### config.mk
export PLATFORM = sky130hd
export DESIGN_NAME = alu_multicycle
export DESIGN_NICKNAME = d
export VERILOG_FILES = /design/src/rtl/alu_pkg.sv /design/src/rtl/alu_mdu.sv /design/src/rtl/alu_multicycle.sv
export SDC_FILE = /design/constraint.sdc
export NUM_CORES = 1
export LEC_CHECK = 0
export ABC_AREA = 0
export CELL_PAD_IN_SITES_DETAIL_PLACEMENT = 1
export CELL_PAD_IN_SITES_GLOBAL_PLACEMENT = 2
export CORE_ASPECT_RATIO = 1.5
export CORE_MARGIN = 3
export CORE_UTILIZATION = 32
export CTS_CLUSTER_DIAMETER = 100
export DETAILED_ROUTE_END_ITERATION = 8
export GPL_TIMING_DRIVEN = 1
export HOLD_SLACK_MARGIN = 0.05
export PLACE_DENSITY_LB_ADDON = 0.1
export SETUP_SLACK_MARGIN = 0.3
export SYNTH_ARGS = -nofsm -noshare
export SYNTH_HDL_FRONTEND = slang
export SYNTH_HIERARCHICAL = 1
export SYNTH_SLANG_ARGS = --single-unit
export TNS_END_PERCENT = 10
### constraint.sdc
create_clock -name clk -period 2.45 [get_ports clk]
set_input_delay 0.49 -clock clk [delete_from_list [all_inputs] [get_ports clk]]
set_output_delay 0.49 -clock clk [all_outputs]
set_load 0.01 [all_outputs]
### src/rtl/alu_pkg.sv
// Shared encodings for the multi-cycle ALU: funct3/funct7 decode values and FSM states.
// Used by alu_multicycle and by alu_mdu, which is present only when ALU_MDU_EN is defined.
package alu_pkg;

  localparam logic [2:0] F3_ADD    = 3'd0;
  localparam logic [2:0] F3_SLL    = 3'd1;
  localparam logic [2:0] F3_SLT    = 3'd2;
  localparam logic [2:0] F3_SLTU   = 3'd3;
  localparam logic [2:0] F3_XOR    = 3'd4;
  localparam logic [2:0] F3_SRL    = 3'd5;
  localparam logic [2:0] F3_OR     = 3'd6;
  localparam logic [2:0] F3_AND    = 3'd7;

  localparam logic [2:0] F3_MUL    = 3'd0;
  localparam logic [2:0] F3_MULH   = 3'd1;
  localparam logic [2:0] F3_MULHSU = 3'd2;
  localparam logic [2:0] F3_MULHU  = 3'd3;
  localparam logic [2:0] F3_DIV    = 3'd4;
  localparam logic [2:0] F3_DIVU   = 3'd5;
  localparam logic [2:0] F3_REM    = 3'd6;
  localparam logic [2:0] F3_REMU   = 3'd7;

  localparam logic [6:0] F7_BASE   = 7'h00;
  localparam logic [6:0] F7_ALT    = 7'h20;
  localparam logic [6:0] F7_MULDIV = 7'h01;

  typedef enum logic [1:0] {
    IDLE = 2'd0,
    ITER = 2'd1,
    DONE = 2'd2
  } state_e;

endpackage

### src/rtl/alu_mdu.sv
// Iterative M-extension datapath: radix-2 shift-add multiply and restoring divide on magnitudes.
// Only instantiated when ALU_MDU_EN is defined. Divide-by-zero and overflow never reach this unit.
module alu_mdu
  import alu_pkg::*;
#(
  parameter int XLEN = 32
) (
  input  logic            clk,
  input  logic            rst_n,
  input  logic            start_i,
  input  logic [2:0]      funct3_i,
  input  logic [XLEN-1:0] a_i,
  input  logic [XLEN-1:0] b_i,
  output logic            done_o,
  output logic [XLEN-1:0] res_o
);

  localparam int CNT_W = $clog2(XLEN) + 1;
  localparam logic [CNT_W-1:0] LAST = CNT_W'(XLEN);

  logic [2:0]      op_q;
  logic            negQ_q, negR_q, active_q;
  logic [CNT_W-1:0] cnt_q;
  logic [XLEN-1:0] opnd_q, hi_q, lo_q, hi_d, lo_d;

  logic            isDiv, aSigned, bSigned, aNeg, bNeg;
  logic [XLEN-1:0] magA, magB;
  logic [XLEN:0]   mulSum, remShift, remDiff;
  logic [2*XLEN-1:0] prod, prodFix;
  logic [XLEN-1:0] quo, rem;

  // Operand magnitudes and the sign corrections to apply once iteration finishes.
  always_comb begin
    isDiv   = funct3_i[2];
    aSigned = isDiv ? ~funct3_i[0] : (funct3_i != F3_MULHU);
    bSigned = isDiv ? ~funct3_i[0] : ~funct3_i[1];
    aNeg    = aSigned & a_i[XLEN-1];
    bNeg    = bSigned & b_i[XLEN-1];
    magA    = aNeg ? -a_i : a_i;
    magB    = bNeg ? -b_i : b_i;
  end

  // hi/lo hold the running product for multiply, or remainder/quotient for divide.
  always_comb begin
    mulSum   = {1'b0, hi_q} + (lo_q[0] ? {1'b0, opnd_q} : '0);
    remShift = {hi_q, lo_q[XLEN-1]};
    remDiff  = remShift - {1'b0, opnd_q};
    if (op_q[2]) begin
      if (!remDiff[XLEN]) begin
        hi_d = remDiff[XLEN-1:0];
        lo_d = {lo_q[XLEN-2:0], 1'b1};
      end else begin
        hi_d = remShift[XLEN-1:0];
        lo_d = {lo_q[XLEN-2:0], 1'b0};
      end
    end else begin
      {hi_d, lo_d} = {mulSum, lo_q[XLEN-1:1]};
    end
  end

  always_ff @(posedge clk or negedge rst_n) begin
    if (!rst_n) begin
      op_q     <= '0;
      negQ_q   <= 1'b0;
      negR_q   <= 1'b0;
      active_q <= 1'b0;
      cnt_q    <= '0;
      opnd_q   <= '0;
      hi_q     <= '0;
      lo_q     <= '0;
    end else if (start_i) begin
      op_q     <= funct3_i;
      negQ_q   <= aNeg ^ bNeg;
      negR_q   <= aNeg;
      active_q <= 1'b1;
      cnt_q    <= '0;
      opnd_q   <= isDiv ? magB : magA;
      lo_q     <= isDiv ? magA : magB;
      hi_q     <= '0;
    end else if (active_q) begin
      if (cnt_q != LAST) begin
        cnt_q <= cnt_q + CNT_W'(1);
        hi_q  <= hi_d;
        lo_q  <= lo_d;
      end else begin
        active_q <= 1'b0;
      end
    end
  end

  always_comb begin
    prod    = {hi_q, lo_q};
    prodFix = negQ_q ? -prod : prod;
    quo     = negQ_q ? -lo_q : lo_q;
    rem     = negR_q ? -hi_q : hi_q;
    unique case (op_q)
      F3_MUL:                      res_o = prodFix[XLEN-1:0];
      F3_MULH, F3_MULHSU, F3_MULHU: res_o = prodFix[2*XLEN-1:XLEN];
      F3_DIV, F3_DIVU:             res_o = quo;
      default:                     res_o = rem;
    endcase
  end

  assign done_o = active_q && (cnt_q == LAST);

endmodule

### src/rtl/alu_multicycle.sv
// RV32I-style ALU with valid/ready handshakes; M-extension ops run through alu_mdu.
// Define ALU_MDU_EN to build the multiply/divide path; otherwise funct7=0x01 decodes as base.
module alu_multicycle
  import alu_pkg::*;
#(
  parameter int XLEN = 32
) (
  input  logic            clk,
  input  logic            rst_n,
  input  logic            in_valid,
  output logic            in_ready,
  input  logic [XLEN-1:0] reg_source1,
  input  logic [XLEN-1:0] reg_source2,
  input  logic [XLEN-1:0] imm_source,
  input  logic            imm,
  input  logic [2:0]      funct3,
  input  logic [6:0]      funct7,
  output logic            out_valid,
  input  logic            out_ready,
  output logic [XLEN-1:0] res,
  output logic            busy
);

  localparam int SHAMT_W = $clog2(XLEN);
  localparam logic [XLEN-1:0] MIN_VAL = {1'b1, {(XLEN-1){1'b0}}};

  state_e          state_q, state_d;
  logic [XLEN-1:0] res_q, res_d;
  logic            accept, isSub, isAlt;
  logic [XLEN-1:0] src2, baseRes;
  logic [SHAMT_W-1:0] shamt;

  assign accept = in_valid && in_ready;

  always_comb begin
    src2    = imm ? imm_source : reg_source2;
    shamt   = src2[SHAMT_W-1:0];
    isSub   = (funct7 == F7_ALT) && !imm;
    isAlt   = (funct7 == F7_ALT);
    baseRes = '0;
    unique case (funct3)
      F3_ADD:  baseRes = isSub ? reg_source1 - src2 : reg_source1 + src2;
      F3_SLL:  baseRes = reg_source1 << shamt;
      F3_SLT:  baseRes = {{(XLEN-1){1'b0}}, $signed(reg_source1) < $signed(src2)};
      F3_SLTU: baseRes = {{(XLEN-1){1'b0}}, reg_source1 < src2};
      F3_XOR:  baseRes = reg_source1 ^ src2;
      F3_SRL:  baseRes = isAlt ? $unsigned($signed(reg_source1) >>> shamt) : reg_source1 >> shamt;
      F3_OR:   baseRes = reg_source1 | src2;
      default: baseRes = reg_source1 & src2;
    endcase
  end

`ifdef ALU_MDU_EN
  logic            isM, isSpecial, mduStart, mduDone;
  logic [XLEN-1:0] specialRes, mduRes;

  // Divide-by-zero and signed overflow bypass the iterative datapath entirely.
  always_comb begin
    isM        = (funct7 == F7_MULDIV) && !imm;
    isSpecial  = 1'b0;
    specialRes = '0;
    if (funct3[2]) begin
      if (reg_source2 == '0) begin
        isSpecial  = 1'b1;
        specialRes = funct3[1] ? reg_source1 : '1;
      end else if (!funct3[0] && reg_source1 == MIN_VAL && reg_source2 == '1) begin
        isSpecial  = 1'b1;
        specialRes = funct3[1] ? '0 : MIN_VAL;
      end
    end
  end

  assign mduStart = accept && isM && !isSpecial;

  alu_mdu #(.XLEN(XLEN)) u_mdu (
    .clk      (clk),
    .rst_n    (rst_n),
    .start_i  (mduStart),
    .funct3_i (funct3),
    .a_i      (reg_source1),
    .b_i      (reg_source2),
    .done_o   (mduDone),
    .res_o    (mduRes)
  );
`endif

  always_comb begin
    state_d = state_q;
    res_d   = res_q;
    if (accept) begin
`ifdef ALU_MDU_EN
      if (isM && !isSpecial) begin
        state_d = ITER;
      end else begin
        state_d = DONE;
        res_d   = isM ? specialRes : baseRes;
      end
`else
      state_d = DONE;
      res_d   = baseRes;
`endif
    end else begin
      case (state_q)
        DONE: if (out_ready) state_d = IDLE;
`ifdef ALU_MDU_EN
        ITER: if (mduDone) begin
          state_d = DONE;
          res_d   = mduRes;
        end
`endif
        default: ;
      endcase
    end
  end

  always_ff @(posedge clk or negedge rst_n) begin
    if (!rst_n) begin
      state_q <= IDLE;
      res_q   <= '0;
    end else begin
      state_q <= state_d;
      res_q   <= res_d;
    end
  end

  assign in_ready  = (state_q == IDLE) || ((state_q == DONE) && out_ready);
  assign out_valid = (state_q == DONE);
  assign res       = res_q;
`ifdef ALU_MDU_EN
  assign busy = (state_q == ITER);
`else
  assign busy = 1'b0;
`endif

endmodule
# == Yosys cells after proc, flatten, opt, wreduce, memory -nomap -nowiden ==
# Index checks and enable logic that the tools add are counted.
# word_totals
inputBits,111
regBits,34
word_cells,37
# op_classes
n_reduce_logical,10
mux,7
n_eq_ne,8
order_cmp,2
addsub,2
n_bitwise,3
shift,3
# op_table
operator,n
one-hot mux 32 bit (7 select lines),1
two-way mux 32 bit,3
< comparator 32 bit,2
adder 32 bit,1
bitwise AND 32 bit,1
bitwise OR 32 bit,1
<< shifter 32 x 5 -> 32 bit,1
right shift 32 x 5 -> 32 bit,1
>>> shifter 32 x 5 -> 32 bit,1
subtractor 32 bit,1
XOR 32 bit,1
"equality test 3 bit, second input constant",3
"equality test 7 x 6 -> 1 bit, second input constant",1
"equality test 3 x 2 -> 1 bit, second input constant",2
two-way mux 2 bit,3
nonzero test 2 bit,2
"equality test 3 x 1 -> 1 bit, second input constant",1
logical AND 1 bit,3
zero test 3 bit,1
"equality test 2 bit, second input constant",1
zero test 2 bit,1
AND reduction 2 bit,1
zero test 1 bit,1
logical OR 1 bit,1

# == Longest topological paths before layout ==
# Gate-level depths: netlist (run 1).
# logic_depth
depth_word,6
mapped_depth,18
mapped_depth_nobuf,14

# == Least setup slack after synthesis (run 1) ==
# OpenSTA, ideal clock, no wires.
# synth_path
path_kind,input to register
start,input port imm
end,"register res_q[30], in the netlist res[30]"
path_slack_ns,-1.819
arrival_ns,4.143
path_stages,15
cell_sequence,buf_6 buf_2 buf_1 clkbuf_1 mux2i_1 ha_1 or2_0 a2111oi_2 nor3_1 o21bai_1 nor2_1 o31ai_2 a21oi_1 a32o_1 o32a_1
# synth_via
elab_chain_len,4
elab_cells_between_ends,14
cone_classes,add/sub: 2; shift: 3; mux: 4; bitwise: 3; reduce/logical: 2
# synth_lines
item,line,rtl
start: declaration,alu_multicycle.sv:15,"input logic imm,"
two-way mux 32 bit / zero test 1 bit (equally long branches),"alu_multicycle.sv:36, alu_multicycle.sv:38",
"adder 32 bit, or another cell as far along",alu_multicycle.sv:42,F3_ADD: baseRes = isSub ? reg_source1 - src2 : reg_source1 + src2;
"two-way mux 32 bit, on equally long branches","alu_multicycle.sv:42, alu_multicycle.sv:47",
one-hot mux 32 bit (7 select lines) *,alu_multicycle.sv:41,unique case (funct3)
end signal: assignment,alu_multicycle.sv:122,res_q <= res_d;
end: declaration,alu_multicycle.sv:28,"logic [XLEN-1:0] res_q, res_d;"
# Mark *: on every way between the ends. The rest lies on a longest branch, timed or not.
# A chain may end at the register's enable or synchronous reset.

# == Worst setup path after layout (run 1) ==
# Same ends and word-level chain as after synthesis.

==> reports/metrics.cfg, run 1 <==
[global_routing]
top_usage_layer = met2
grt_pass1_wl_um = 106000
use_met1 = 0.474
grt_use_total = 0.389
grt_remaining_overflow = 0
use_met2 = 0.669
grt_pass1_vias = 16600
grt_max_degree = 44
antenna_found_initial = 0
grt_use_met3 = 0.0433

[pwr]
combPwrFrac = 0.776
intPower_mw = 3.74
switching_share = 0.469
p_leak_nw = 8.29
powerDensity_nw_per_um2 = 376
p_switching_mw = 3.30
power.total_mw = 7.04
clkPwrFrac = 0.121
peakVddDrop_uv = 290
pwr-share-seq = 0.103

[floorplanning]
die_w_um = 155
row_count = 81
fp.dieH_um = 230
die-area_um2 = 35700
core-area_um2 = 32800
start_util = 0.326
ioPinCount = 146

[routing]
dr_total_vias = 15900
avgRoutedWirePerCell_um = 28.3
drt_pass1_iterations = 5
drt-total-wl_um = 73500
drtIter0Drc = 1305
viasPerCell = 6.12
drc = 0
antenna_left = 0

[synth]
ys.flop_type = dfrtp_1
yosysUniqueCellTypes = 82
async_flop_share = 1.00
syn_nets = 1751
synth_area_leaders = ha_1 (12%), mux2i_1 (12%), a21oi_1 (8.9%), dfrtp_1 (7.7%), nand2_1 (4.9%)
synthCells = 1535
yosys.area.top_type = ha_1
ys_seq_area_frac = 0.0772
synth-edff-count = 0
synth_area_um2 = 10700
synth-seq-cells = 33
syn_area_per_cell_um2 = 6.97
netlist.area_leader.share = 0.120
yosysWarnings = 6

[outcome]
status = finished with violations
violations = negative setup slack

[cts]
cts_buffer_depth = 2
cts_sinks = 33
root_buffer = clkbuf_16
clk_latency_ps = 310
cts_tree = done
cts_buffers = 5
clk_pin_slew_ps = 60
cts_hold_buf = 0
htree_levels = 2

[timing]
fin_tns_setup_ps = -19430
setup_ws_ps = -772
maxSlewViolCount = 0
hold_viol_final = 0
max_freq_ghz = 0.310
max-slew-margin-rel = 0.546
fin_skew_ps = 8.52
period_share = 1.31
worstMarginPinSlew_ps = 681
post-route-min-period_ps = 3220
setup_viol = 32
rsz0062_at_grt = true

[setup_path]
cp.required_ps = 2630
crit_type = in2reg
arrival_ps = 3400
critical-path-top-delay-family = multiplexers
crit_buf_inv = 6
worst_setup_path_start_kind = input port
cp_cell_sequence = buf_16, buf_16, mux2i_4, buf_12, buf_16, buf_8, mux4_2, buf_4, mux4_2, nand2_1, o21ai_1, o32a_1
critPathSlowestCell = mux4_2
worstReg2RegEnd = res[24]
critical_path.reg2reg.startpoint = state_q[1]
ff2ff_setup_slack_ps = 350
r2r_cells = 8
end_kind = flop
path_max_fanout = 25
crit_path_max_incr_delay_ps = 520
path_common_cell = buf_16

[final_layout]
syn_to_final_growth_pct = 75.0
fin_cells = 2601
fin_nets = 2401
drive_gt1_frac = 0.409
diodes = 0

[placed_design]
port_buffers = 144
dp_slack_ps = -1610
dpl.hpwl_um = 58500
dp_cells = 2563
gp_congestion = 1.05

[flow_run]
cap_violations = 0

[worst_hold_path]
hold_path_class = in2async

[cell type report]
class                           count  area, um2
Timing Repair Buffer              772       6590
Clock buffer                        6        139
Inverter                          101        384
Clock inverter                      2       37.5
Fill cell                        4026      14100
Multi-Input combinational cell   1272      10200
Sequential cell                    33        826
Tap cell                          415        519
[power groups by stage]
| stage | clock [mW] | sequential, mW | combinational [mW] |
|---|---|---|---|
| CTS | 0.862 | 0.722 | 5.03 |
| detailed placement | 0 | 0.729 | 4.77 |
| global route | 0.878 | 0.736 | 5.72 |
| global placement | 0 | 0.730 | 4.68 |
| floorplan | 0 | 0.758 | 2.08 |
| finish | 0.854 | 0.726 | 5.46 |
[cell families after synthesis]
| logic type | Yosys count | synth area share |
|---|---|---|
| adder cells (fa/ha/maj) | 105 | 0.124 |
| XOR/XNOR | 20 | 0.0164 |
| flip-flops | 33 | 0.0772 |
| AND/OR/NAND/NOR | 436 | 0.188 |
| buffers and inverters | 230 | 0.0892 |
| AO/OA/AOI/OAI | 554 | 0.330 |
| multiplexers | 156 | 0.175 |
| other | 1 | 0.000350 |
[registers in the layout (all words and copies together) (netlist names)]
register	cells
res	32
state_q	1
[worst max-delay path by stage]
| stage | startpoint | to | slack, ps | cells after the start |
|---|---|---|---|---|
| 2_1_floorplan | imm | res[30] | -1030 | 15 |
| 3_3_place_gp | imm_source[0] | res[30] | -1500 | 14 |
| 3_5_place_dp | imm | res[24] | -1610 | 15 |
| 4_1_cts | imm | res[18] | -790 | 15 |
| 5_1_grt | imm_source[8] | res[31] | -880 | 17 |
| 6_report | imm | res[30] | -770 | 12 |
[placed cells by master (no fill, tap or decap), types with 15 or more instances in the layout]
cell | netlist | layout
a31oi_1 | 21 | 15
buf_12 | 0 | 23
a211oi_1 | 36 | 26
a21oi_2 | 0 | 28
nor3_1 | 46 | 39
o211ai_1 | 28 | 28
o31ai_1 | 19 | 15
nor2_1 | 128 | 120
mux4_2 | 19 | 19
a21oi_1 | 190 | 158
o21ai_0 | 92 | 65
o21ai_1 | 3 | 17
nand2_1 | 140 | 136
inv_1 | 95 | 86
mux2i_4 | 5 | 24
nand3_1 | 32 | 29
buf_4 | 9 | 585
mux2i_1 | 123 | 90
ha_1 | 103 | 73
clkdlybuf4s50_1 | 0 | 126
o22ai_1 | 39 | 38
dfrtp_1 | 33 | 33
ha_4 | 0 | 18
[Yosys cell counts (all sizes together) (21+ instances only)]
library cell and count:
nor2 132, clkbuf 71, inv 101, o21ai 95, nand2 140, a21oi 190
o211ai 29, buf 58, a211oi 36, o22ai 39, nor3 46, dfrtp 33
a31oi 21, mux2i 128, nand3 32, ha 103
[worst reg2reg max path, stage by stage (launching register included)]
cell	delay, ps
dfrtp_1	390
nand2b_1	130
and2_1	210
o21ai_0	100
buf_4	150
a211oi_1	260
o2111ai_1	360
nor3_4	340
nor2_1	60
[layer usage]
layer / part of all wire / wire length, um / vias to the layer above
li1: - / - / 7019
met2: 0.48 / 35600 / 754
met5: 0 / 0 / -
met3: 0.056 / 4130 / 234
met4: 0.067 / 4940 / 0
met1: 0.39 / 28900 / 7912
[repair_timing]
action / 4_1_cts / 5_1_grt
setup endpoints to repair: 33 / 32
gates resized for setup: 158 / 154
buffers inserted: 17 / 12
cloned: 1 / 0
pin swaps: 38 / 60
[through the flow]
stage,hold WS [ps],instance area (um2),util
finish,215,18700,0.570
detailed placement,530,16900,0.516
floorplan,194,11000,-
global route,242,18700,0.570
global placement,529,16900,0.516
CTS,227,17900,0.545
Power figures use the tool's default switching activity.
==> inputs of run 2 (changes only) <==
- SLEW_MARGIN: not set -> 10
==> results of run 2 <==
Final layout, timing and power as in run 1 (identical DEF).
